**src/rtl/cmd_uart_decoder.sv**
```systemverilog
// Host command front-end: 8N1 UART receiver plus frame parser driving glitcher control strobes.
// Define CMD_UART_ACK_EN to build the ack transmitter ('K' on accept, '?' on error); otherwise tx idles high.
module cmd_uart_decoder #(
    parameter int unsigned CLKS_PER_BIT   = 278,
    parameter int unsigned TIMEOUT_CYCLES = 320000,
    parameter logic [31:0] DEFAULT_DELAY  = 32'd0
) (
    input  logic        clk,
    input  logic        rst,
    input  logic        rx,
    output logic        tx,
    output logic [31:0] delay,
    output logic        set_delay,
    output logic        trigger_arm,
    output logic        success_arm,
    output logic        target_soft_reset,
    output logic        target_hard_reset,
    output logic        cmd_error
);
    localparam int unsigned CW = $clog2(CLKS_PER_BIT);
    localparam int unsigned TW = $clog2(TIMEOUT_CYCLES);
    localparam logic [CW-1:0] BIT_LAST  = CW'(CLKS_PER_BIT - 1);
    localparam logic [CW-1:0] HALF_LAST = CW'(CLKS_PER_BIT / 2 - 1);
    localparam logic [TW-1:0] TMO_LAST  = TW'(TIMEOUT_CYCLES - 1);

    typedef enum logic [1:0] {RX_IDLE, RX_START, RX_DATA, RX_STOP} rx_state_t;
    typedef enum logic [2:0] {P_IDLE, P_DLY0, P_DLY1, P_DLY2, P_DLY3} p_state_t;

    logic          rx_s1_q, rx_s2_q, rx_prev_q;
    rx_state_t     rx_state_q, rx_state_d;
    logic [CW-1:0] rx_cnt_q, rx_cnt_d;
    logic [2:0]    rx_bit_q, rx_bit_d;
    logic [7:0]    rx_shift_q, rx_shift_d;
    logic          byte_vld, frame_err;

    p_state_t      p_state_q, p_state_d;
    logic [23:0]   shadow_q, shadow_d;
    logic [31:0]   delay_q, delay_d;
    logic [TW-1:0] tmo_q, tmo_d;
    logic          set_delay_q, set_delay_d;
    logic          trig_q, trig_d;
    logic          succ_q, succ_d;
    logic          soft_q, soft_d;
    logic          hard_q, hard_d;
    logic          err_q, err_d;

    // Receiver: all decisions use the second synchroniser stage.
    always_comb begin
        rx_state_d = rx_state_q;
        rx_cnt_d   = rx_cnt_q + 1'b1;
        rx_bit_d   = rx_bit_q;
        rx_shift_d = rx_shift_q;
        byte_vld   = 1'b0;
        frame_err  = 1'b0;
        case (rx_state_q)
            RX_IDLE: begin
                rx_cnt_d = '0;
                if (rx_prev_q && !rx_s2_q) rx_state_d = RX_START;
            end
            RX_START: if (rx_cnt_q == HALF_LAST) begin
                rx_cnt_d   = '0;
                rx_bit_d   = '0;
                rx_state_d = rx_s2_q ? RX_IDLE : RX_DATA;
            end
            RX_DATA: if (rx_cnt_q == BIT_LAST) begin
                rx_cnt_d   = '0;
                rx_shift_d = {rx_s2_q, rx_shift_q[7:1]};
                rx_bit_d   = rx_bit_q + 1'b1;
                if (rx_bit_q == 3'd7) rx_state_d = RX_STOP;
            end
            RX_STOP: if (rx_cnt_q == BIT_LAST) begin
                rx_state_d = RX_IDLE;
                byte_vld   = rx_s2_q;
                frame_err  = !rx_s2_q;
            end
            default: rx_state_d = RX_IDLE;
        endcase
    end

    // Parser: a byte arriving together with timeout expiry takes priority.
    always_comb begin
        p_state_d   = p_state_q;
        shadow_d    = shadow_q;
        delay_d     = delay_q;
        tmo_d       = '0;
        set_delay_d = 1'b0;
        trig_d      = 1'b0;
        succ_d      = 1'b0;
        soft_d      = 1'b0;
        hard_d      = 1'b0;
        err_d       = 1'b0;
        if (frame_err) begin
            p_state_d = P_IDLE;
            err_d     = 1'b1;
        end else if (byte_vld) begin
            case (p_state_q)
                P_IDLE: begin
                    case (rx_shift_q)
                        8'h41:   trig_d = 1'b1;
                        8'h53:   succ_d = 1'b1;
                        8'h52:   soft_d = 1'b1;
                        8'h50:   hard_d = 1'b1;
                        8'h44: begin
                            p_state_d = P_DLY0;
                            shadow_d  = '0;
                        end
                        default: err_d = 1'b1;
                    endcase
                end
                P_DLY0: begin
                    shadow_d[23:16] = rx_shift_q;
                    p_state_d       = P_DLY1;
                end
                P_DLY1: begin
                    shadow_d[15:8] = rx_shift_q;
                    p_state_d      = P_DLY2;
                end
                P_DLY2: begin
                    shadow_d[7:0] = rx_shift_q;
                    p_state_d     = P_DLY3;
                end
                P_DLY3: begin
                    delay_d     = {shadow_q, rx_shift_q};
                    set_delay_d = 1'b1;
                    p_state_d   = P_IDLE;
                end
                default: p_state_d = P_IDLE;
            endcase
        end else if (p_state_q != P_IDLE) begin
            if (tmo_q == TMO_LAST) begin
                p_state_d = P_IDLE;
                err_d     = 1'b1;
            end else begin
                tmo_d = tmo_q + 1'b1;
            end
        end
    end

    always_ff @(posedge clk or negedge rst) begin
        if (!rst) begin
            rx_s1_q     <= 1'b1;
            rx_s2_q     <= 1'b1;
            rx_prev_q   <= 1'b1;
            rx_state_q  <= RX_IDLE;
            rx_cnt_q    <= '0;
            rx_bit_q    <= '0;
            rx_shift_q  <= '0;
            p_state_q   <= P_IDLE;
            shadow_q    <= '0;
            delay_q     <= DEFAULT_DELAY;
            tmo_q       <= '0;
            set_delay_q <= 1'b0;
            trig_q      <= 1'b0;
            succ_q      <= 1'b0;
            soft_q      <= 1'b0;
            hard_q      <= 1'b0;
            err_q       <= 1'b0;
        end else begin
            rx_s1_q     <= rx;
            rx_s2_q     <= rx_s1_q;
            rx_prev_q   <= rx_s2_q;
            rx_state_q  <= rx_state_d;
            rx_cnt_q    <= rx_cnt_d;
            rx_bit_q    <= rx_bit_d;
            rx_shift_q  <= rx_shift_d;
            p_state_q   <= p_state_d;
            shadow_q    <= shadow_d;
            delay_q     <= delay_d;
            tmo_q       <= tmo_d;
            set_delay_q <= set_delay_d;
            trig_q      <= trig_d;
            succ_q      <= succ_d;
            soft_q      <= soft_d;
            hard_q      <= hard_d;
            err_q       <= err_d;
        end
    end

    assign delay             = delay_q;
    assign set_delay         = set_delay_q;
    assign trigger_arm       = trig_q;
    assign success_arm       = succ_q;
    assign target_soft_reset = soft_q;
    assign target_hard_reset = hard_q;
    assign cmd_error         = err_q;

`ifdef CMD_UART_ACK_EN
    logic          ack_req, tx_free;
    logic [7:0]    ack_byte, tx_byte;
    logic          tx_q, tx_d;
    logic          tx_busy_q, tx_busy_d;
    logic [8:0]    tx_shift_q, tx_shift_d;
    logic [3:0]    tx_bits_q, tx_bits_d;
    logic [CW-1:0] tx_cnt_q, tx_cnt_d;
    logic          pend_vld_q, pend_vld_d;
    logic [7:0]    pend_byte_q, pend_byte_d;

    assign ack_req  = trig_d | succ_d | soft_d | hard_d | set_delay_d | err_d;
    assign ack_byte = err_d ? 8'h3F : 8'h4B;

    // The newest ack always wins the slot; the frame on the wire is never touched.
    always_comb begin
        tx_d        = tx_q;
        tx_busy_d   = tx_busy_q;
        tx_shift_d  = tx_shift_q;
        tx_bits_d   = tx_bits_q;
        tx_cnt_d    = tx_cnt_q;
        pend_vld_d  = pend_vld_q;
        pend_byte_d = pend_byte_q;
        tx_free     = !tx_busy_q || (tx_cnt_q == BIT_LAST && tx_bits_q == 4'd0);
        tx_byte     = ack_req ? ack_byte : pend_byte_q;
        if (tx_busy_q) begin
            if (tx_cnt_q == BIT_LAST) begin
                tx_cnt_d = '0;
                if (tx_bits_q == 4'd0) begin
                    tx_busy_d = 1'b0;
                end else begin
                    tx_d       = tx_shift_q[0];
                    tx_shift_d = {1'b0, tx_shift_q[8:1]};
                    tx_bits_d  = tx_bits_q - 1'b1;
                end
            end else begin
                tx_cnt_d = tx_cnt_q + 1'b1;
            end
        end
        if (tx_free && (ack_req || pend_vld_q)) begin
            tx_d       = 1'b0;
            tx_busy_d  = 1'b1;
            tx_shift_d = {1'b1, tx_byte};
            tx_bits_d  = 4'd9;
            tx_cnt_d   = '0;
            pend_vld_d = 1'b0;
        end else if (ack_req) begin
            pend_vld_d  = 1'b1;
            pend_byte_d = ack_byte;
        end
    end

    always_ff @(posedge clk or negedge rst) begin
        if (!rst) begin
            tx_q        <= 1'b1;
            tx_busy_q   <= 1'b0;
            tx_shift_q  <= '1;
            tx_bits_q   <= '0;
            tx_cnt_q    <= '0;
            pend_vld_q  <= 1'b0;
            pend_byte_q <= '0;
        end else begin
            tx_q        <= tx_d;
            tx_busy_q   <= tx_busy_d;
            tx_shift_q  <= tx_shift_d;
            tx_bits_q   <= tx_bits_d;
            tx_cnt_q    <= tx_cnt_d;
            pend_vld_q  <= pend_vld_d;
            pend_byte_q <= pend_byte_d;
        end
    end

    assign tx = tx_q;
`else
    assign tx = 1'b1;
`endif

endmodule

```
**config.mk**
```make
export PLATFORM = sky130hd
export DESIGN_NAME = cmd_uart_decoder
export DESIGN_NICKNAME = d
export VERILOG_FILES = /design/src/rtl/cmd_uart_decoder.sv
export SDC_FILE = /design/constraint.sdc
export NUM_CORES = 1
export LEC_CHECK = 0
export ABC_AREA = 1
export CELL_PAD_IN_SITES_DETAIL_PLACEMENT = 2
export CELL_PAD_IN_SITES_GLOBAL_PLACEMENT = 2
export CORE_MARGIN = 1
export CORE_UTILIZATION = 38
export CTS_CLUSTER_SIZE = 28
export DETAILED_ROUTE_END_ITERATION = 8
export PLACE_DENSITY_LB_ADDON = 0.1
export SLEW_MARGIN = 10
export SYNTH_ARGS = -nofsm -noshare
export SYNTH_HDL_FRONTEND = slang
export SYNTH_SLANG_ARGS = --single-unit
```
**constraint.sdc**
```tcl
create_clock -name clk -period 5.4 [get_ports clk]
set_clock_uncertainty 0.05 [all_clocks]
set_input_delay 0.81 -clock clk [delete_from_list [all_inputs] [get_ports clk]]
set_output_delay 0.81 -clock clk [all_outputs]
set_load 0.05 [all_outputs]
```
# == After elaboration in Yosys (flattened, before gate mapping) ==
# Cells that the tools add are included.
# totals
regBits,109
word_cells,122
# classes
n_addsub,3
eq_ne,23
mux,56
bitwise_logic,1
reduce_logical,20
# ops
cell,count
2-to-1 mux 19 bit,4
one-hot mux 8 bit (2 select lines),3
== test 8 x 7 -> 1 bit (second input constant),5
2-to-1 mux 1 bit,29
one-hot mux 9 bit (3 select lines),1
2-to-1 mux 24 bit,1
2-to-1 mux 3 bit,7
adder 19 x 1 -> 19 bit (second input constant),1
== test 19 bit (second input constant),1
2-to-1 mux 9 bit,2
2-to-1 mux 2 bit,6
one-hot mux 3 bit (4 select lines),1
AND reduction 4 bit,3
!= test 2 bit (second input constant),5
adder 9 x 1 -> 9 bit (second input constant),1
== test 9 x 8 -> 1 bit (second input constant),1
== test 9 bit (second input constant),1
AND reduction 3 bit,3
nonzero test 3 bit,3
one-hot mux 2 bit (4 select lines),1
nonzero test 2 bit,4
== test 3 x 2 -> 1 bit (second input constant),2
== test 3 bit (second input constant),2
one-hot mux 3 bit (2 select lines),1
other kinds (14),15

# == Logic depth before layout (Yosys ltp) ==
# logic_depth
ltp_word,6
depth_mapped,11
ltp_nobuf,10

# == Worst setup path before layout ==
# No wires, ideal clock.
# synth_timing
path_type,register -> register
from,reg rx_cnt_q[1]
to,reg delay_q[0] (netlist: delay[0])
setup_time_ps,124
t_arrival_ps,1540
required_time_ps,5226
slack_ps,3686
stages_incl_launch_ff,11
path_buffers,1
synth_period_minus_slack_ps,1714
cell_sequence,dfrtp_1 > inv_1 > ha_1 > nand2_1 > nor2_2 > nand3b_4 > nor2_8 > nand3_4 > buf_2 > nand2_1 > o21ai_1
# synth_between
elab_chain_len,5
# synth_rtl
item,line_no,text
"start, declared",31,"logic [CW-1:0] rx_cnt_q, rx_cnt_d;"
"start signal, assigned",163,rx_cnt_q <= rx_cnt_d;
== test 9 bit *,71,RX_STOP: if (rx_cnt_q == BIT_LAST) begin
2-to-1 mux 1 bit,71,
2-to-1 mux 1 bit,55,case (rx_state_q)
inverter 1 bit (no source line),--,
AND reduction 3 bit (no source line) *,--,
"end signal, assigned",168,delay_q <= delay_d;
"end, declared",38,"logic [31:0] delay_q, delay_d;"
# Mark *: on every way between the ends. The rest lies on a longest branch, timed or not.
# A chain may end at the register's enable or synchronous reset.

# == Final worst setup path ==
# layout_timing
from,reg rx_cnt_q[1]
to,reg delay_q[16] (netlist: delay[16])
# The elaborated chain is that of the path after synthesis.

==> PnR_summary.wiki <==
{| class="wikitable"
! Metric !! Value
|-
| Run status || complete, no violations
|-
| Growth of design area from synthesis to finish || 16.2%
|-
| Count of nets after finishing || 638
|-
| Slew at the pin with the worst max-slew slack || around 0.9 ns
|-
| Synthesized cell area || 0.00495 mm^2
|-
| Clock tree from TritonCTS || done
|-
| Die height || 116 um
|-
| Fraction of final layout cells sized beyond drive strength 1 || 0.0555
|-
| Critical path type || flip-flop to flip-flop
|-
| Number of clock buffers inserted by TritonCTS || 9
|-
| Vias in the first global route || 4354
|-
| Clock-pin slew reported for the worst setup and hold paths after clock tree synthesis || 0.07 ns
|-
| Post-Place Cell Area || ~0.0055 mm^2
|-
| Global-route congestion overflow total || 0
|-
| I/O Buffers || 40
|-
| CP max FO || a little over 40
|-
| Top_reg_cell synth || sky130_fd_sc_hd__dfrtp_1
|-
| DP Wirelength || 9270 um
|-
| Max H-tree Level || 3
|-
| Total Die Area || 0.0135 mm^2
|-
| Number of nets produced by synthesis || 600
|-
| Wire length of the first global-routing pass || 22800 um
|-
| First-pass detailed-route iteration total || 4
|-
| Final instance area || 0.00575 mm^2
|-
| Async set-reset flop share out of synthesis || 1.00
|-
| Critical Path Start Type || flip-flop
|-
| Post-placement setup slack || between 2 and 3 ns
|-
| Final Critical Period || 2.56 ns
|-
| Largest area contributor in the netlist || sky130_fd_sc_hd__dfrtp_1
|-
| Count of placed standard cells in the final layout, fillers left out || 803
|-
| Sequential-to-total area share from yosys stat || 0.552
|-
| Synthesized area divided by synthesized cell count || 8.37 um^2
|-
| Peak supply drop || 170 uV
|-
| Count of warnings emitted by yosys || 0
|-
| Compound-Gate Fraction of Synth Area || 0.0518
|-
| Leakage || around 2.7 nW
|-
| Per-cell routed wire length || 16.6 um
|-
| Post-Place Cells || 790
|-
| Arrival time of data at the critical path endpoint || 2.79 ns
|-
| Summed negative setup slack over all endpoints || 0 ns
|-
| Clock root buffer master || sky130_fd_sc_hd__clkbuf_16
|-
| Number of diodes || 0
|-
| Max-cap viol count || 0
|-
| Final Worst Setup Slack || 2.84 ns
|-
| Count of instances resized after the clock tree is built || 0
|-
| Distinct cells, synth || 34
|-
| Average vias per placed instance || 5.02
|-
| Core Rows || 41
|-
| Unrepaired setup endpoints after global routing || false
|-
| Via count of the routed design || 4033
|-
| Portion of netlist area occupied by mux cells || 0
|-
| Part of the power in the clock network || 0.397
|-
| Fill cell instance count of the final layout || 1461
|-
| Final estimated routing congestion in global placement || around 0.79
|-
| Post-CTS setup-driven buffer insertion count || 0
|-
| Internal Dissipation || ~0.0012 W
|-
| Total wire length || 13300 um
|-
| Largest net degree at the start of global routing || 69
|-
| Adder-cell share of the synthesized area || 0.0152
|-
| Synthesized flop and latch total || 109
|-
| Number of max-slew violations in the final report || 0
|-
| Max frequency || 0.391 GHz
|-
| Final antenna-violating net count || 0
|-
| Proportion of total power due to net switching || 0.249
|-
| Power per cell area || 285 mW/mm^2
|-
| Combinational family with the most area after synthesis || simple AND/OR/NAND/NOR gates
|-
| Worst slew margin relative to its limit || 0.384
|-
| I/O pin count || 42
|-
| CP required || between 5 and 6 ns
|-
| Core Region || 0.0127 mm^2
|-
| Final total power || 0.00164 W
|-
| Chip Width || 116 um
|-
| Post-synth EDFFs || 0
|-
| Cts-stage hold buffer count || 0
|-
| Number of DRC violations after detailed-routing iteration 0 || 153
|-
| Effective utilization at floorplan || 0.390
|-
| Source-to-sink clock delay at the later pin of the worst-skew pair || 0.35 ns
|-
| Initial antenna violation count || 0
|-
| Final period util || 0.474
|-
| Biggest area contributors in the synthesized netlist || sky130_fd_sc_hd__dfrtp_1 54%, sky130_fd_sc_hd__nand2_1 16%, sky130_fd_sc_hd__nor2_1 5.1%
|-
| Relative contribution of combinational cells to total power || 0.074
|-
| Proportion of netlist area held by the largest area contributor || 0.536
|-
| Remaining design rule violation count || 0
|-
| Relative contribution of sequential cells to total power || 0.529
|-
| Global Route Usage Sum || 0.221
|-
| Clock Path Buffers || 2
|-
| Setup crit end kind || flip-flop
|-
| Most frequent standard cell in the layout excluding fill and tap cells || sky130_fd_sc_hd__nand2_1
|-
| Count of clock tree sinks || 109
|-
| Basic-gate share of the synthesized area counting and, or, nand and nor cells || 0.307
|-
| Highest-count cells in the layout ignoring fill and taps || 210 x sky130_fd_sc_hd__nand2_1, 106 x sky130_fd_sc_hd__dfrtp_1, 67 x sky130_fd_sc_hd__nor2_1
|-
| Number of hold violations in the final report || 0
|-
| Worst Hold Class || flip-flop to flip-flop
|-
| Post-synthesis cell count || 591
|-
| XOR/XNOR Fraction of Synth Area || 0.0159
|-
| Psw || 0.000407 W
|-
| Count of endpoints failing setup in the final report || 0
|}
-- cells in the mapped netlist, types with 3 or more instances --
cell type / number
sky130_fd_sc_hd__xor2_1: 7
sky130_fd_sc_hd__a21oi_1: 7
sky130_fd_sc_hd__nand4_1: 11
sky130_fd_sc_hd__inv_1: 46
sky130_fd_sc_hd__dfrtp_1: 106
sky130_fd_sc_hd__o21ai_1: 8
sky130_fd_sc_hd__clkbuf_1: 4
sky130_fd_sc_hd__buf_6: 4
sky130_fd_sc_hd__nor2_1: 67
sky130_fd_sc_hd__ha_1: 6
sky130_fd_sc_hd__nand3_4: 3
sky130_fd_sc_hd__nor3_1: 17
sky130_fd_sc_hd__nand2_1: 210
sky130_fd_sc_hd__nor2_2: 4
sky130_fd_sc_hd__nand3_1: 32
sky130_fd_sc_hd__o21ai_0: 29
sky130_fd_sc_hd__dfstp_2: 3
sky130_fd_sc_hd__buf_2: 4
-- worst max-delay path, stage by stage (launching register included) --
cell and delay, ns:
sky130_fd_sc_hd__dfrtp_1 0.41, sky130_fd_sc_hd__inv_1 0.07, sky130_fd_sc_hd__ha_1 0.17, sky130_fd_sc_hd__nand2_1 0.08, sky130_fd_sc_hd__nor2_2 0.25, sky130_fd_sc_hd__nand3b_4 0.16
sky130_fd_sc_hd__nor2_8 0.20, sky130_fd_sc_hd__nand3_4 0.43, sky130_fd_sc_hd__clkinv_2 0.46, sky130_fd_sc_hd__nand2_1 0.11, sky130_fd_sc_hd__nand2_1 0.09
-- registers in the layout, indices dropped and copies added, names as in the netlist, 3 cells and up, named ones only --
signal / count
tmo_q: 19
rx_shift_q: 8
rx_bit_q: 3
delay: 32
shadow_q: 24
p_state_q: 3
rx_cnt_q: 9
-- power by group through the flow --
stage,Sequential (W),Combinational (W),Clock (W)
floorplan,0.000873,0.0000762,0
global placement,0.000879,0.000111,0
detailed placement,0.000881,0.000119,0
CTS,0.000866,0.000125,0.000666
global route,0.000870,0.000138,0.000697
finish,0.000866,0.000121,0.000649
-- final cells by class --
| cell class | instances | area, um^2 | area share |
|---|---|---|---|
| flip-flops and latches | 109 | 2730 | 0.475 |
| multi-input cells | 418 | 1930 | 0.336 |
| repair buffers | 41 | 405 | 0.0705 |
| clock buffers | 9 | 225 | 0.0392 |
| well taps | 172 | 215 | 0.0374 |
| inverters | 50 | 189 | 0.0329 |
| clock inverters | 4 | 51.3 | 0.00892 |
-- through the flow --
stage	util	hold WS (ns)
after detailed placement	0.432	0.312
after global placement	0.432	0.296
after floorplan	-	0.295
final	0.454	0.320
after global routing	0.454	0.324
after CTS	0.454	0.322
-- metal layers --
metal | wire length [um] | up-vias | GRT usage
met5 | 0 | - | 0
met4 | 153 | 0 | 0.0684
met3 | 235 | 10 | 0.0291
met2 | 6540 | 41 | 0.367
met1 | 6410 | 2045 | 0.301
li1 | - | 1937 | -
-- final timing paths --
path	depth (start not counted)	end	slack [ns]	from
min reg2reg	0	rx_s2_q	0.32	rx_s1_q
min in group asynchronous	1	tmo_q[6]	0.55	rst
min	0	rx_s2_q	0.32	rx_s1_q
max in group asynchronous	2	tmo_q[0]	3.67	rst
max reg2reg	10	delay[16]	2.84	rx_cnt_q[1]
max	10	delay[16]	2.84	rx_cnt_q[1]
-- cells by family (layout without fill, tap and decap cells) --
family / count (synthesis) / after routing
other: 1 / 1
buffers and inverters: 64 / 104
adders and majority gates: 6 / 6
DFF: 109 / 109
and+or+nand+nor: 353 / 353
xor gates and xnor gates: 9 / 9
AOI/OAI and AO/OA: 49 / 49
(Power assumes the default switching activity.)
==> RTL edit 1, RTL diff (config.mk and constraints unchanged) <==
Register the output `delay` once more, without a reset; this adds one clock of latency there. The other outputs are not delayed to match.
--- a/src/rtl/cmd_uart_decoder.sv
+++ b/src/rtl/cmd_uart_decoder.sv
@@ -176,7 +176,9 @@
         end
     end
 
-    assign delay             = delay_q;
+    always_ff @(posedge clk) begin
+        delay <= delay_q;
+    end
     assign set_delay         = set_delay_q;
     assign trigger_arm       = trig_q;
     assign success_arm       = succ_q;
Behaviour: same outputs for any inputs over 10 cycles, from zero or initial values and one cycle with rst low; that may be too few to reach the edited logic, so the function may still have changed.
==> RTL edit 1 against the original RTL <==
Synthesized cell count grew 4.4%; area after synthesis grew 13%; core utilization grew 2.3 points; setup slack gained 0.020 ns; first-iteration DRC count shrank 29%; design area grew 17%; power grew 48%; wire length grew 8.1%; sequential cell count grew 32; worst hold slack lost 0.014 ns; sequential power grew 27%.
==> RTL edit 1: results (changes against the original RTL) <==
- Post-Place Worst Slack: 2.88 ns (was 2.86 ns)
- Met3 WL: 337 um (was 235 um)
- Met3 usage: 0.0475 (was 0.0291)
- Total routed wirelength: 14400 um (was 13300 um)
- VDD IR max: 0.000210 V (was 0.000170 V)
- Layout Nets: 672 (was 638)
- Worst Path Arrival: 2.84 ns (was 2.79 ns)
- Num CTS Buffers: 17 (was 9)
- Starting DRC count in detailed routing: 109 (was 153)
- HPWL after detailed placement: 9410 um (was 9270 um)
- Cell total after placement: 824 (was 790)
- Post-synthesis sequential area ratio: 0.606 (was 0.552)
- Syn_area_per_cell: 9.02 um2 (was 8.37 um2)
- First-pass GRT wire length: 24000 um (was 22800 um)
- GP Congestion: 0.826 (was 0.786)
- Status: finished clean (unchanged)
- Non-filler cells, final: 856 (was 803)
- Post-DP Area: 6100 um2 (was 5470 um2)
- Via count: 4243 (was 4033)
- Global-route usage over all layers: 0.212 (was 0.221)
- Met2 WL: 7620 um (was 6540 um)
- CTS HTree Levels: 4 (was 3)
- Hold_ws: 0.306 ns (was 0.320 ns)
- NetSw: 565 uW (was 407 uW)
- Largest net degree at the start of global routing: 73 (was 69)
- Most frequent cells after synthesis: nand2_1, dfrtp_1, nor2_1 (unchanged)
- Vias in the first global route: 4696 (was 4354)
- Number of fill cells: 1523 (was 1461)
- Period minus WS final: 2.54 ns (was 2.56 ns)
- Leakage power: 0.00311 uW (was 0.00271 uW)
RTL edit 1: changes by cell type in the layout (fill, tap and decap cells not counted), moves of 2 or more:
cell / unedited run / this run
dfxtp_1: 0 / 32
clkinv_4: 0 / 3
o21ai_0: 29 / 31
inv_1: 46 / 44
nand3_1: 32 / 34
nor3_1: 17 / 14
bufinv_16: 1 / 3
clkbuf_16: 9 / 17
clkbuf_8: 0 / 2
RTL edit 1: cell type report:
| class | instances | area (um2) | area share |
|---|---|---|---|
| Tap cell | 180 | 225 | 0.0335 |
| Sequential cell | 141 | 3370 | 0.502 |
| Timing Repair Buffer | 41 | 405 | 0.0604 |
| Inverter | 47 | 178 | 0.0265 |
| Clock buffer | 20 | 457 | 0.0680 |
| Clock inverter | 12 | 159 | 0.0237 |
| Multi-Input combinational cell | 415 | 1920 | 0.286 |
RTL edit 1: power groups by stage:
stage | clock (uW) | sequential [uW] | combinational [uW]
global placement | 0 | 1120 | 101
detailed placement | 0 | 1120 | 105
global route | 1290 | 1110 | 121
finish | 1220 | 1100 | 104
CTS | 1240 | 1100 | 108
floorplan | 0 | 1110 | 69.4
RTL edit 1: cells by family after synthesis:
group                      share of synthesized area
AOI/OAI and AO/OA                             0.0465
xor gates and xnor gates                      0.0157
adders and majority gates                     0.0135
buffers and inverters                         0.0497
DFF                                            0.606
other                                       0.000674
and+or+nand+nor                                0.268
RTL edit 1: worst reg2reg max path, cell delays in order (launching register included):
cell,delay [ns]
dfrtp_1,0.41
inv_1,0.07
ha_1,0.13
nand2_1,0.06
nor2_2,0.23
nand3b_4,0.16
nor2_8,0.20
nand3_4,0.43
clkinv_2,0.48
nand2_1,0.11
nand2_1,0.13
==> RTL edit 2, RTL diff (same flow settings) <==
Without the edit above. The parameter `CLKS_PER_BIT` goes from 278 to 69.
--- a/src/rtl/cmd_uart_decoder.sv
+++ b/src/rtl/cmd_uart_decoder.sv
@@ -1,7 +1,7 @@
 // Host command front-end: 8N1 UART receiver plus frame parser driving glitcher control strobes.
 // Define CMD_UART_ACK_EN to build the ack transmitter ('K' on accept, '?' on error); otherwise tx idles high.
 module cmd_uart_decoder #(
-    parameter int unsigned CLKS_PER_BIT   = 278,
+    parameter int unsigned CLKS_PER_BIT   = 69,
     parameter int unsigned TIMEOUT_CYCLES = 320000,
     parameter logic [31:0] DEFAULT_DELAY  = 32'd0
 ) (
Check against the original RTL: same outputs for any inputs over 10 cycles, from zero or initial values and one cycle with rst low; that may be too few to reach the edited logic, so the function may still have changed.
==> RTL edit 2 against the original RTL <==
Setup slack better by 0.083 ns; sequential cell count down 2; core utilization up 0.33 points; non-clock buffer count unchanged; area after synthesis down 0.63%; global-route usage down 0.10 points; highest routed layer unchanged; power up 6.2%; design area up 0.33%; synthesized cell count down 1.5%; cell count down 0.75%; fmax up 3.3%; via count down 0.97%; wire length down 1.4%.
==> RTL edit 2: results (changes against the original RTL) <==
- Synth area leaders: dfrtp_1, nand2_1, nor2_1 (unchanged)
- Vias in the first global route: 4468 (was 4354)
- Layout Nets: 629 (was 638)
- Net Sw Frac: 0.255 (was 0.249)
- GP Congestion: 0.739 (was 0.786)
- Met3 usage: 0.0324 (was 0.0291)
- Status: finished clean (unchanged)
- Worst Path Arrival: 2.68 ns (was 2.79 ns)
- Post-Synthesis Cells: 582 (was 591)
- Clk Latency, worst-skew pair: approximately 0.36 ns
- Critical path fanouts, max: 48 (was 41)
- Global-route usage over all layers: 0.220 (was 0.221)
- Starting DRC count in detailed routing: 126 (was 153)
- Most frequent cells after synthesis: nand2_1, dfrtp_1, nor2_1 (unchanged)
- GRT met2 Usage: 0.401 (was 0.367)
- R2R depth: 3 (was 10)
- Reg-to-reg setup timing slack: 2.92 ns (was 2.84 ns)
- Share of cells above drive strength 1: 0.0720 (was 0.0555)
- Number of fill cells: 1463 (was 1461)
- Non-filler cells, final: 797 (was 803)
- First-pass DRT Iterations: 6 (was 4)
- Crit path capture: delay[2] (was delay[16])
- Cell total after placement: 781 (was 790)
- VDD IR max: 0.000156 V (was 0.000170 V)
- Via count: 3994 (was 4033)
- Largest net degree at the start of global routing: 59 (was 69)
- Grt met1 use: 0.258 (was 0.301)
- First-pass GRT wire length: 22400 um (was 22800 um)
- Synthesized Nets: 591 (was 600)
- Leakage power: 0.00268 uW (was 0.00271 uW)
- Post-synthesis sequential area ratio: 0.545 (was 0.552)
- Worst Tran Pin Value: 0.848 ns (was 0.917 ns)
- Worst setup startpoint: p_state_q[1] (was rx_cnt_q[1])
- HPWL after detailed placement: 9090 um (was 9270 um)
[RTL edit 2: cell families after synthesis]
family                     count (synthesis)  synth area share
AOI/OAI and AO/OA                         47            0.0547
xor gates and xnor gates                  10            0.0178
DFF                                      107             0.545
and+or+nand+nor                          335             0.299
adders and majority gates                  6            0.0153
other                                      1          0.000763
buffers and inverters                     76            0.0672
[RTL edit 2: cell type report]
| type | instances | share of cell area |
|---|---|---|
| flip-flops and latches | 107 | 0.465 |
| multi-input cells | 399 | 0.330 |
| repair buffers | 41 | 0.0703 |
| clock buffers | 11 | 0.0421 |
| inverters | 62 | 0.0406 |
| well taps | 172 | 0.0373 |
| clock inverters | 5 | 0.0148 |
[RTL edit 2: how the worst min path moves through the flow]
stage / start / endpoint / slack [ns]
finish: rx_s1_q / rx_s2_q / 0.31
global route: rx_s1_q / rx_s2_q / 0.32
CTS: rx_s1_q / rx_s2_q / 0.31
detailed placement: rx_s1_q / rx_s2_q / 0.30
global placement: rx_s1_q / rx_s2_q / 0.30
floorplan: rx_s1_q / rx_s2_q / 0.30
[RTL edit 2: power by group through the flow]
stage	Clock, uW	Combinational [uW]	Sequential, uW
after floorplan	0	99.2	866
after global placement	0	136	871
after detailed placement	0	148	875
after CTS	748	152	859
after global routing	775	170	866
final	729	148	860
[RTL edit 2: metal layers]
metal  part of all wire  up-vias
li1                   -     1904
met1               0.43     2033
met2               0.53       43
met3              0.021       14
met4              0.018        0
met5                  0        -
[RTL edit 2: worst max-delay path, stage by stage (launching register included)]
cell	delay [ns]
dfrtp_1	0.48
nor3_4	0.68
nand2_2	0.67
o21ai_0	0.45
[RTL edit 2: per-stage QoR]
step | utilization | cell area, um2 | hold slack, ns | setup WS [ns]
6_report | 0.457 | 5770 | 0.312 | 2.92
5_1_grt | 0.457 | 5770 | 0.317 | 2.68
4_1_cts | 0.457 | 5770 | 0.314 | 2.89
3_5_place_dp | 0.431 | 5440 | 0.303 | 2.96
3_3_place_gp | 0.431 | 5440 | 0.299 | 3.15
2_1_floorplan | - | 4920 | 0.295 | 3.74
